File: src/rtl/cordic_result_collector.sv
// Delays the polar core's in_valid by LATENCY cycles, captures r/phi into a result FIFO.
// Optional peak-magnitude tracking is enabled by defining CORDIC_PEAK_TRACK_EN.
module cordic_result_collector #(
  parameter int unsigned LATENCY = 18,
  parameter int unsigned DEPTH   = 8
) (
  input  logic                     clk,
  input  logic                     rst,
  input  logic                     in_valid,
  input  logic [31:0]              r_in,
  input  logic [31:0]              phi_in,
  output logic                     out_valid,
  input  logic                     out_ready,
  output logic [31:0]              out_r,
  output logic [31:0]              out_phi,
  output logic [$clog2(DEPTH):0]   count,
  output logic                     overflow,
  input  logic                     peak_clr,
  output logic [31:0]              peak_r
);

  localparam int unsigned AW = $clog2(DEPTH);
  localparam logic [AW:0] FullCount = (AW + 1)'(DEPTH);

  logic [LATENCY-1:0] tag_q, tag_d;
  logic [31:0]        mem_r_q   [DEPTH];
  logic [31:0]        mem_phi_q [DEPTH];
  logic [AW-1:0]      wptr_q, rptr_q;
  logic [AW:0]        count_q;
  logic               overflow_q;

  logic capture, full, push, pop, drop;

  always_comb begin
    tag_d[0] = in_valid;
    for (int i = 1; i < LATENCY; i++) begin
      tag_d[i] = tag_q[i-1];
    end
  end

  assign capture   = tag_q[LATENCY-1];
  assign full      = (count_q == FullCount);
  assign out_valid = (count_q != '0);
  assign pop       = out_valid & out_ready;
  // A pop in the same cycle frees the slot, so a capture into a full FIFO still lands.
  assign push      = capture & (~full | pop);
  assign drop      = capture & full & ~pop;

  always_ff @(posedge clk) begin
    if (rst) begin
      tag_q      <= '0;
      wptr_q     <= '0;
      rptr_q     <= '0;
      count_q    <= '0;
      overflow_q <= 1'b0;
    end else begin
      tag_q <= tag_d;
      if (push) wptr_q <= wptr_q + 1'b1;
      if (pop)  rptr_q <= rptr_q + 1'b1;
      case ({push, pop})
        2'b10:   count_q <= count_q + 1'b1;
        2'b01:   count_q <= count_q - 1'b1;
        default: count_q <= count_q;
      endcase
      if (drop) overflow_q <= 1'b1;
    end
  end

  always_ff @(posedge clk) begin
    if (push) begin
      mem_r_q[wptr_q]   <= r_in;
      mem_phi_q[wptr_q] <= phi_in;
    end
  end

  assign out_r    = out_valid ? mem_r_q[rptr_q]   : '0;
  assign out_phi  = out_valid ? mem_phi_q[rptr_q] : '0;
  assign count    = count_q;
  assign overflow = overflow_q;

`ifdef CORDIC_PEAK_TRACK_EN
  logic [31:0] peak_q, peak_d;

  // An accepted push in the clear cycle wins over the clear.
  always_comb begin
    peak_d = peak_q;
    if (push && (peak_clr || ($signed(r_in) > $signed(peak_q)))) begin
      peak_d = r_in;
    end else if (peak_clr) begin
      peak_d = '0;
    end
  end

  always_ff @(posedge clk) begin
    if (rst) peak_q <= '0;
    else     peak_q <= peak_d;
  end

  assign peak_r = peak_q;
`else
  logic unused_peak_clr;
  assign unused_peak_clr = peak_clr;
  assign peak_r = '0;
`endif

endmodule

File: config.mk
export PLATFORM = sky130hd
export DESIGN_NAME = cordic_result_collector
export DESIGN_NICKNAME = d
export VERILOG_FILES = /design/src/rtl/cordic_result_collector.sv
export SDC_FILE = /design/constraint.sdc
export NUM_CORES = 1
export LEC_CHECK = 0
export BUFFER_PORTS_ARGS = -buffer_cell sky130_fd_sc_hd__buf_2
export CORE_MARGIN = 4
export CORE_UTILIZATION = 60
export DETAILED_ROUTE_END_ITERATION = 16
export GPL_ROUTABILITY_DRIVEN = 0
export GPL_TIMING_DRIVEN = 0
export PLACE_DENSITY = 0.8
export SKIP_LAST_GASP = 1
export SYNTH_ARGS = -nofsm -noshare
export SYNTH_HDL_FRONTEND = slang
export SYNTH_SLANG_ARGS = --single-unit
File: constraint.sdc
create_clock -name clk -period 20.1 [get_ports clk]
set_clock_uncertainty 0.2 [all_clocks]
set_input_delay 0 -clock clk [delete_from_list [all_inputs] [get_ports clk]]
set_output_delay 0 -clock clk [all_outputs]
set_load 0.05 [all_outputs]
Word level (Yosys, flattened, before mapping)

Memory sizes are Yosys's and may differ from the RTL's. A register that Yosys moved wholly into a read port is not among the register bits.
Index checks and enable logic that the tools add are counted.

Reduce and logical (&&, ||, !) cells: 2
Equal/unequal tests: 3
Add/subtract/negate cells: 4
Bitwise operators: 7
Mux-type cells: 9

Operator list:

| operator                                                           | count |
|---|---|
| 32-bit 2-to-1 mux                                                  | 2 |
| 3-bit 2-to-1 mux                                                   | 4 |
| 4-bit one-hot mux with 2 select lines                              | 1 |
| 3-bit by 1-bit adder with 3-bit output, second input constant      | 2 |
| 4-bit by 1-bit adder with 4-bit output, second input constant      | 1 |
| 1-bit AND                                                          | 4 |
| 4-bit == test, second input constant                               | 1 |
| 4-bit nonzero test                                                 | 1 |
| 4-bit by 1-bit subtractor with 4-bit output, second input constant | 1 |
| 2-bit by 1-bit == test with 1-bit output, second input constant    | 1 |
| 2-bit == test, second input constant                               | 1 |
| 1-bit 2-to-1 mux                                                   | 2 |
| 1-bit NOT                                                          | 2 |
| 2-bit nonzero test                                                 | 1 |
| 1-bit OR                                                           | 1 |

Memory bits (writable): 512
Word-level logic and storage cells: 32
Input bits: 69
Output and inout bits: 102
Bits in registers: 29
Memories: 2

Memory list:

| name      | depth | width | rd ports | clocked after Yosys merged registers in | write ports | RTL line | text |
|---|---|---|---|---|---|---|---|
| mem_phi_q | 8     | 32    | 1        | 1                                       | 1           | 27       | `logic [31:0] mem_phi_q [DEPTH];` |
| mem_r_q   | 8     | 32    | 1        | 1                                       | 1           | 26       | `logic [31:0] mem_r_q [DEPTH];` |

Longest topological paths before layout

Gate-level depths: netlist of run 1.

Depth after elaboration: 6
Gate-level depth with buffers: 10
Mapped depth without buffers: 9

Least setup slack after synthesis of run 1

No wires, ideal clock.

Path kind: reg2reg
Start point: reg count_q[0], in the netlist count[0]
End point: mem mem_phi_q[0][0] (enable)
Required time: 19.256 ns
Library setup time: 0.644 ns
Path slack: 12.111 ns
Clock period less this slack: 7.989 ns
Stages on the path, launching flop included: 5
Buffers on the path: 1
Arrival time: 7.145 ns
Path through: dfxtp_1 -> buf_6 -> or3_4 -> o21ai_4 -> nor4_1

Cells in the longest elaborated chain, start to end: 6
Elaborated cells between the ends (all ways): 8
Classes of those cells: eq/ne (1); mux (2); bitwise (4); reduce/logical (1)

Ends and longest elaborated chain:

| element                                             | RTL line | text |
|---|---|---|
| from (decl)                                         | 29       | `logic [AW:0] count_q;` |
| from (signal assigned)                              | 61       | `2'b10: count_q <= count_q + 1'b1;` |
| from (signal assigned)                              | 62       | `2'b01: count_q <= count_q - 1'b1;` |
| from (signal assigned)                              | 63       | `default: count_q <= count_q;` |
| 4-bit nonzero test or 4-bit == test (tied branches) | 43, 42   |  |
| 1-bit AND or 1-bit NOT (tied branches)              | 44, 46   |  |
| 1-bit OR *                                          | 46       | `assign push = capture & (~full \| pop);` |
| 1-bit AND *                                         | 46       |  |
| 1-bit 2-to-1 mux *                                  | 70       | `if (push) begin` |
| 1-bit 2-to-1 mux (implied by the code) *            | 72       | `mem_phi_q[wptr_q] <= phi_in;` |
| to (decl)                                           | 27       |  |

Mark *: on every way between the ends. The rest lies on a longest branch, timed or not.

Worst setup path after layout of run 1

Start point: reg count_q[0], in the netlist count[0]
End point: out out_r[2]

Cells in the longest elaborated chain, start to end: 2

Ends and longest elaborated chain:

| element            | RTL line | text |
|---|---|---|
| 4-bit nonzero test | 43       | `assign out_valid = (count_q != '0);` |
| 32-bit 2-to-1 mux  | 76       | `assign out_r = out_valid ? mem_r_q[rptr_q] : '0;` |
| to (decl)          | 14       | `output logic [31:0] out_r,` |

Every way passes these cells.

==> flow_summary.ini, run 1 <==
[logic_synthesis]
synth_seq_cells = 544
syn_area_per_cell_um2 = 21.5
yosys.area.top_type = edfxtp_1
seq_area_frac_synth_pct = 76.7
synth_common_cells = edfxtp_1 (512), mux4_2 (128), nor2_1 (79)
synth_top_area_share_pct = 73.6
synth.most_common_cell = edfxtp_1
synth_enable_flop_cells = 512
synth_ff_type = edfxtp_1
synthCells = 971
ys_types = 37
async_reset_ff_share_pct = 0
synth_area_um2 = 20900
ys_top_cells_by_area = edfxtp_1 (74%), mux4_2 (14%), mux2i_1 (3.2%), dfxtp_1 (3.1%), buf_4 (1.6%)
yosysWarnings = 0

[clock_tree]
clkSlewWorstSetupHoldPaths_ns = 0.06
clock-sinks = 544
cts.path.max_buffers = 3
cts_tree = built
htree_levels = 2
cts-resized-gates = 0
clockRootBuffer = clkbuf_16
clock_latency_ns = 0.55
cts_inserted_buffers = 52

[hold_path]
hp-start = r_in[8]
worstHoldEndpoint = mem_r_q[5][8]
holdPathStages = 2
hold_path_class = in2reg

[global_route]
grt_max_degree = 26
grt_pass1_vias = 11100
overflow = 0
groute.usage.overall_pct = 22.8
grt_pass1_wl_um = 66000
antenna_found_initial = 2

[floorplanning]
dieWidth_um = 195
start_util_pct = 60.6
ioPinCount = 171
die-area_um2 = 37800
die_h_um = 195
num_rows = 68
core-area_um2 = 34500

[final_layout]
area_growth_pct = 20.6
fin_nets = 1380
drive_above_1_share_pct = 33.7

[detailed_routing]
drt-vias-per-instance = 5.73
drt_iter0_drc = 840
antenna_left = 0
met2_wirelength_um = 22500
post-route-drc-count = 0
wirelength_um = 43000
met3_wirelength_um = 2630
maxUsedRoutingLayer = met4
routed-via-count = 10400
wl_met1_um = 17100
firstDrtPassIters = 5
wire_per_inst_um = 23.8

[pwr]
irDropWorstVdd_uv = 115
power.leakage_nw = 8.39
power.density_nw_per_um2 = 120

[place]
port_buffers = 136
dp.final_hpwl_um = 27000
dp_slack_ns = 16.95

[timing]
finalSetupTns_ns = 0
slew_headroom_pct = 35.6
rsz0062_at_grt = no
drv_slew = 0
setup_violations = 0
fin_crit_sh_pct = 16.1
fmax_mhz = 309
timing_hold_violations_final = 0
tightest_slew_ns = 0.961
timing.final.ws_setup_ns = 16.86
finalCriticalPeriod_ns = 3.24

[critical_path]
arrival_ns = 3.04
rr_worst_depth = 7
r2r_end = mem_r_q[4][23]
path_class = reg2out
r2r_slack_ns = 17.01
cp_max_fo = 10
setup.worst_path.end_class = primary output
start_kind = flip-flop
r2r-start = count[0]
cp.required_ns = 19.90

[run]
maxCapViolCount = 0

[outcome]
status = completed
sequential cells by signal (all words and copies together) (netlist names), named ones only:
| name | count |
|---|---|
| mem_phi_q | 256 |
| mem_r_q | 256 |
| tag_q | 18 |
| count | 4 |
| rptr_q | 3 |
| wptr_q | 3 |
| overflow | 1 |
per-layer routing:
metal  track usage (%)  up-vias
met5                 0        -
met4              4.82        0
met3              3.80       60
met2              39.9      355
met1              31.1     5369
li1                  -     4568
layout make-up:
class	count	area [µm²]
Buffer	82	510
Multi-Input combinational cell	374	4510
Antenna cell	2	5.00
Sequential cell	544	16000
Timing Repair Buffer	252	1920
Clock inverter	26	195
Clock buffer	69	1450
Inverter	2	7.51
Fill cell	1998	9280
Tap cell	455	569
through the flow:
| step | instance area (µm²) | instances | utilization, % | power [W] | hold WS (ns) |
|---|---|---|---|---|---|
| after global placement | 22200 | 1593 | 64.6 | 0.00210 | 0.0143 |
| final | 25200 | 1806 | 73.1 | 0.00302 | 0.0524 |
| after floorplan | 21000 | 1002 | - | 0.00191 | -0.101 |
| after global routing | 25200 | 1806 | 73.1 | 0.00313 | 0.0529 |
| after detailed placement | 22800 | 1640 | 66.3 | 0.00211 | 0.0441 |
| after CTS | 25200 | 1804 | 73.1 | 0.00304 | 0.0262 |
critical path, cell delays in order, from the launching register on:
cell and delay (ns):
dfxtp_1 0.34, buf_6 0.15, nor4_2 0.48, clkbuf_1 0.71, buf_2 0.41, nor2_1 0.16, buf_2 0.24
cell usage in the layout, fill, tap and decap left out, types with 4 or more instances in the layout:
cell           synthesis  layout
nor2b_1               20      20
buf_4                 45      57
buf_12                 0       6
dlygate4sd3_1          0      69
nand2_1                6       6
clkinv_2               0       5
mux4_2               128     128
clkinv_1               0      17
clkbuf_1               7      18
clkbuf_16              0      54
nand2b_1               5       5
clkbuf_8               0       4
mux2i_1               66      66
edfxtp_1             512     512
dfxtp_1               32      32
buf_6                  2      28
nor2_1                79      76
conb_1                 1      32
nor3_2                 1       5
buf_2                 15     151
buf_1                 13      13
report_power, final:
| part | switching [W] | leakage [nW] | internal (W) |
|---|---|---|---|
| Clock | 0.000387 | 0.803 | 0.000541 |
| Sequential | 0.00000401 | 4.86 | 0.00124 |
| Combinational | 0.000562 | 2.73 | 0.000281 |
| Total | 0.000953 | 8.39 | 0.00206 |
how the worst max path moves through the flow:
stage | slack, ns | start | end | cells past startpoint
2_1_floorplan | 12.11 | count[0] | mem_phi_q[0][0] | 4
3_3_place_gp | 6.48 | count[0] | mem_r_q[0][12] | 4
3_5_place_dp | 16.95 | count[0] | mem_r_q[4][16] | 7
4_1_cts | 16.85 | count[0] | out_r[5] | 6
5_1_grt | 16.73 | count[0] | out_r[5] | 6
6_report | 16.86 | count[0] | out_r[2] | 6
cells by family after synthesis:
| group | Yosys count | share of synthesized area (%) |
|---|---|---|
| xor+xnor | 6 | 0.252 |
| other cells | 1 | 0.0180 |
| fa+ha+maj | 3 | 0.180 |
| flops | 544 | 76.7 |
| compound gates | 12 | 0.551 |
| simple gates | 127 | 2.83 |
| buf+inv | 84 | 2.48 |
| mux | 194 | 17.0 |
what timing repair did:
item                                   CTS  global route
buffers inserted                         0             0
hold buffers                            69             0
endpoints found under the hold margin  544             0
No activity file was read; power rests on OpenSTA's default activity.
==> inputs of run 2 (changes only) <==
--- a/config.mk
+++ b/config.mk
@@ -7,11 +7,11 @@
 export LEC_CHECK = 0
 export BUFFER_PORTS_ARGS = -buffer_cell sky130_fd_sc_hd__buf_2
 export CORE_MARGIN = 4
-export CORE_UTILIZATION = 60
+export CORE_UTILIZATION = 54
 export DETAILED_ROUTE_END_ITERATION = 16
 export GPL_ROUTABILITY_DRIVEN = 0
 export GPL_TIMING_DRIVEN = 0
-export PLACE_DENSITY = 0.8
+export PLACE_DENSITY = 0.76
 export SKIP_LAST_GASP = 1
 export SYNTH_ARGS = -nofsm -noshare
 export SYNTH_HDL_FRONTEND = slang
==> constraint.sdc (replaced) <==
create_clock -name clk -period 2.8 [get_ports clk]
set_clock_uncertainty 0.2 [all_clocks]
set_input_delay 0 -clock clk [delete_from_list [all_inputs] [get_ports clk]]
set_output_delay 0 -clock clk [all_outputs]
set_load 0.05 [all_outputs]
==> run 2 against run 1 <==
Largest power group unchanged. First-iteration DRC count up 2.1%. Critical path depth unchanged. Critical endpoint is now out_phi[4]. Highest routed layer is now met5. Sequential power grew to 7.2 times the previous value. Sequential share of layout area shrank 0.75 points. Register-to-register slack worse by 17 ns. Hold slack lost 0.026 ns. Combinational power rose to 7.2 times the previous value.
==> flow_summary.ini, run 2 (synthesis results as in run 1) <==
[floorplanning]
ioPinCount = 171
die-area_um2 = 41900
core-area_um2 = 37900
start_util_pct = 55.0
die_h_um = 205
num_rows = 71
dieWidth_um = 205

[clock_tree]
clockRootBuffer = clkbuf_16
cts_inserted_buffers = 52
cts.path.max_buffers = 3
clock-sinks = 544
clkSlewWorstSetupHoldPaths_ns = 0.06
htree_levels = 2
cts_tree = built
clock_latency_ns = 0.58

[pwr]
power.leakage_nw = 8.47
pwr-share-clk_pct = 31.3
pwr-share-comb_pct = 27.9
p_seq_share_pct = 40.9
power.density_nw_per_um2 = 859
net-switching-power_w = 0.00692
swShare_pct = 31.6
irDropWorstVdd_uv = 769
power.internal_w = 0.0150

[place]
dp.final_hpwl_um = 27100
port_buffers = 136
dp_slack_ns = -0.139
dp.cells = 1681

[global_route]
overflow = 0
grt_pass1_wl_um = 65300
grt_max_degree = 26
groute.usage.overall_pct = 20.7
antenna_found_initial = 2
grt_pass1_vias = 10800

[run]
maxCapViolCount = 0

[detailed_routing]
firstDrtPassIters = 5
routed-via-count = 10300
wire_per_inst_um = 23.2
wirelength_um = 42800
drt-vias-per-instance = 5.56
antenna_left = 0
drt_iter0_drc = 858
post-route-drc-count = 0

[critical_path]
setup.worst_path.end_class = primary output
cp_max_fo = 10
start_kind = flip-flop
arrival_ns = 2.50
cp.required_ns = 2.60
path_class = reg2out

[timing]
timing.final.ws_setup_ns = 0.0958
slew_headroom_pct = 37.6
tightest_slew_ns = 0.933
fin_crit_sh_pct = 96.6
timing_hold_violations_final = 0
drv_slew = 0
finalCriticalPeriod_ns = 2.70
rsz0062_at_grt = yes
fmax_mhz = 370
setup_violations = 0

[hold_path]
hold_path_class = in2reg

[final_layout]
multi_input_area_um2 = 4560
ff_latch_area_um2 = 16000
top_regs = mem_phi_q (256), mem_r_q (256), tag_q (18)
final_cell_mix = edfxtp_1 (512), buf_2 (157), mux4_2 (128), nor2_1 (76), dlygate4sd3_1 (70)
layout.cells.non_filler = 1849
area_growth_pct = 22.1
drive_above_1_share_pct = 35.4
layout_commonest_cell = edfxtp_1
fillers = 2420
fin_nets = 1369

[outcome]
status = completed
run 2: cell types whose count changed in the layout (fill, tap and decap cells not counted), moves of 7 or more:
cell | before | now
clkinv_2 | 5 | 14
buf_6 | 28 | 9
buf_8 | 3 | 15
buf_16 | 0 | 9
clkinv_1 | 17 | 10
clkbuf_1 | 18 | 11
buf_4 | 57 | 43
buf_1 | 13 | 0
run 2: final cells by class:
class / instances / share of cell area, %
sequential: 544 / 62.9
multi-input combinational: 375 / 17.9
timing repair buffer: 240 / 7.89
clock buffer: 62 / 5.42
tap: 511 / 2.51
buffer: 82 / 2.28
clock inverter: 32 / 1.14
inverter: 2 / 0.0294
antenna: 1 / 0.00981
run 2: power by group through the flow:
| stage | clock network (W) | logic, W | registers (W) |
|---|---|---|---|
| 4_1_cts | 0.00696 | 0.00617 | 0.00895 |
| 2_1_floorplan | 0 | 0.00453 | 0.00918 |
| 3_3_place_gp | 0 | 0.00596 | 0.00912 |
| 3_5_place_dp | 0 | 0.00603 | 0.00913 |
| 6_report | 0.00684 | 0.00610 | 0.00895 |
| 5_1_grt | 0.00733 | 0.00649 | 0.00895 |
run 2: worst paths after layout:
kind / start / endpoint / slack, ns / cells past startpoint
min reg2reg: tag_q[4] / tag_q[5] / 0.23 / 1
max reg2reg: wptr_q[0] / mem_r_q[1][26] / 0.16 / 5
max: flip-flop / out_phi[4] / 0.1 / 6
min: phi_in[26] / mem_phi_q[7][26] / 0.03 / 2
run 2: what timing repair did:
| item | in CTS | in global routing |
|---|---|---|
| pin swaps | 2 | 0 |
| endpoints found under the hold margin | 542 | 0 |
| endpoints found under the setup margin | 86 | 30 |
| hold buffers | 70 | 0 |
| resized for setup | 21 | 11 |
| cloned | 1 | 0 |
| setup buffers | 2 | 0 |
run 2: metal layers:
layer / vias to the layer above / GRT usage [%] / part of all wire, %
li1: 4552 / - / -
met1: 5360 / 29.3 / 42
met2: 313 / 34.1 / 51
met3: 55 / 4.35 / 6.3
met4: 2 / 4.50 / 1.4
met5: - / 0 / 0.030
run 2: through the flow:
step           area (µm²)  utilization [%]  total power [W]  TNS [ns]  hold WS (ns)
3_3_place_gp        22400             59.1           0.0151   -756.63        0.0182
6_report            25500             67.2           0.0219         0        0.0265
5_1_grt             25500             67.2           0.0228    -0.221       0.00956
3_5_place_dp        23000             60.7           0.0152     -3.01        0.0316
2_1_floorplan       21100                -           0.0137   -121.21        -0.101
4_1_cts             25500             67.1           0.0221   -0.0453      0.000506
run 2: worst max-delay path, stage by stage (launching register included):
cell	delay (ns)
dfxtp_1	0.33
buf_4	0.25
buf_4	0.29
mux4_2	0.53
mux2i_1	0.24
nor2_1	0.06
buf_2	0.21
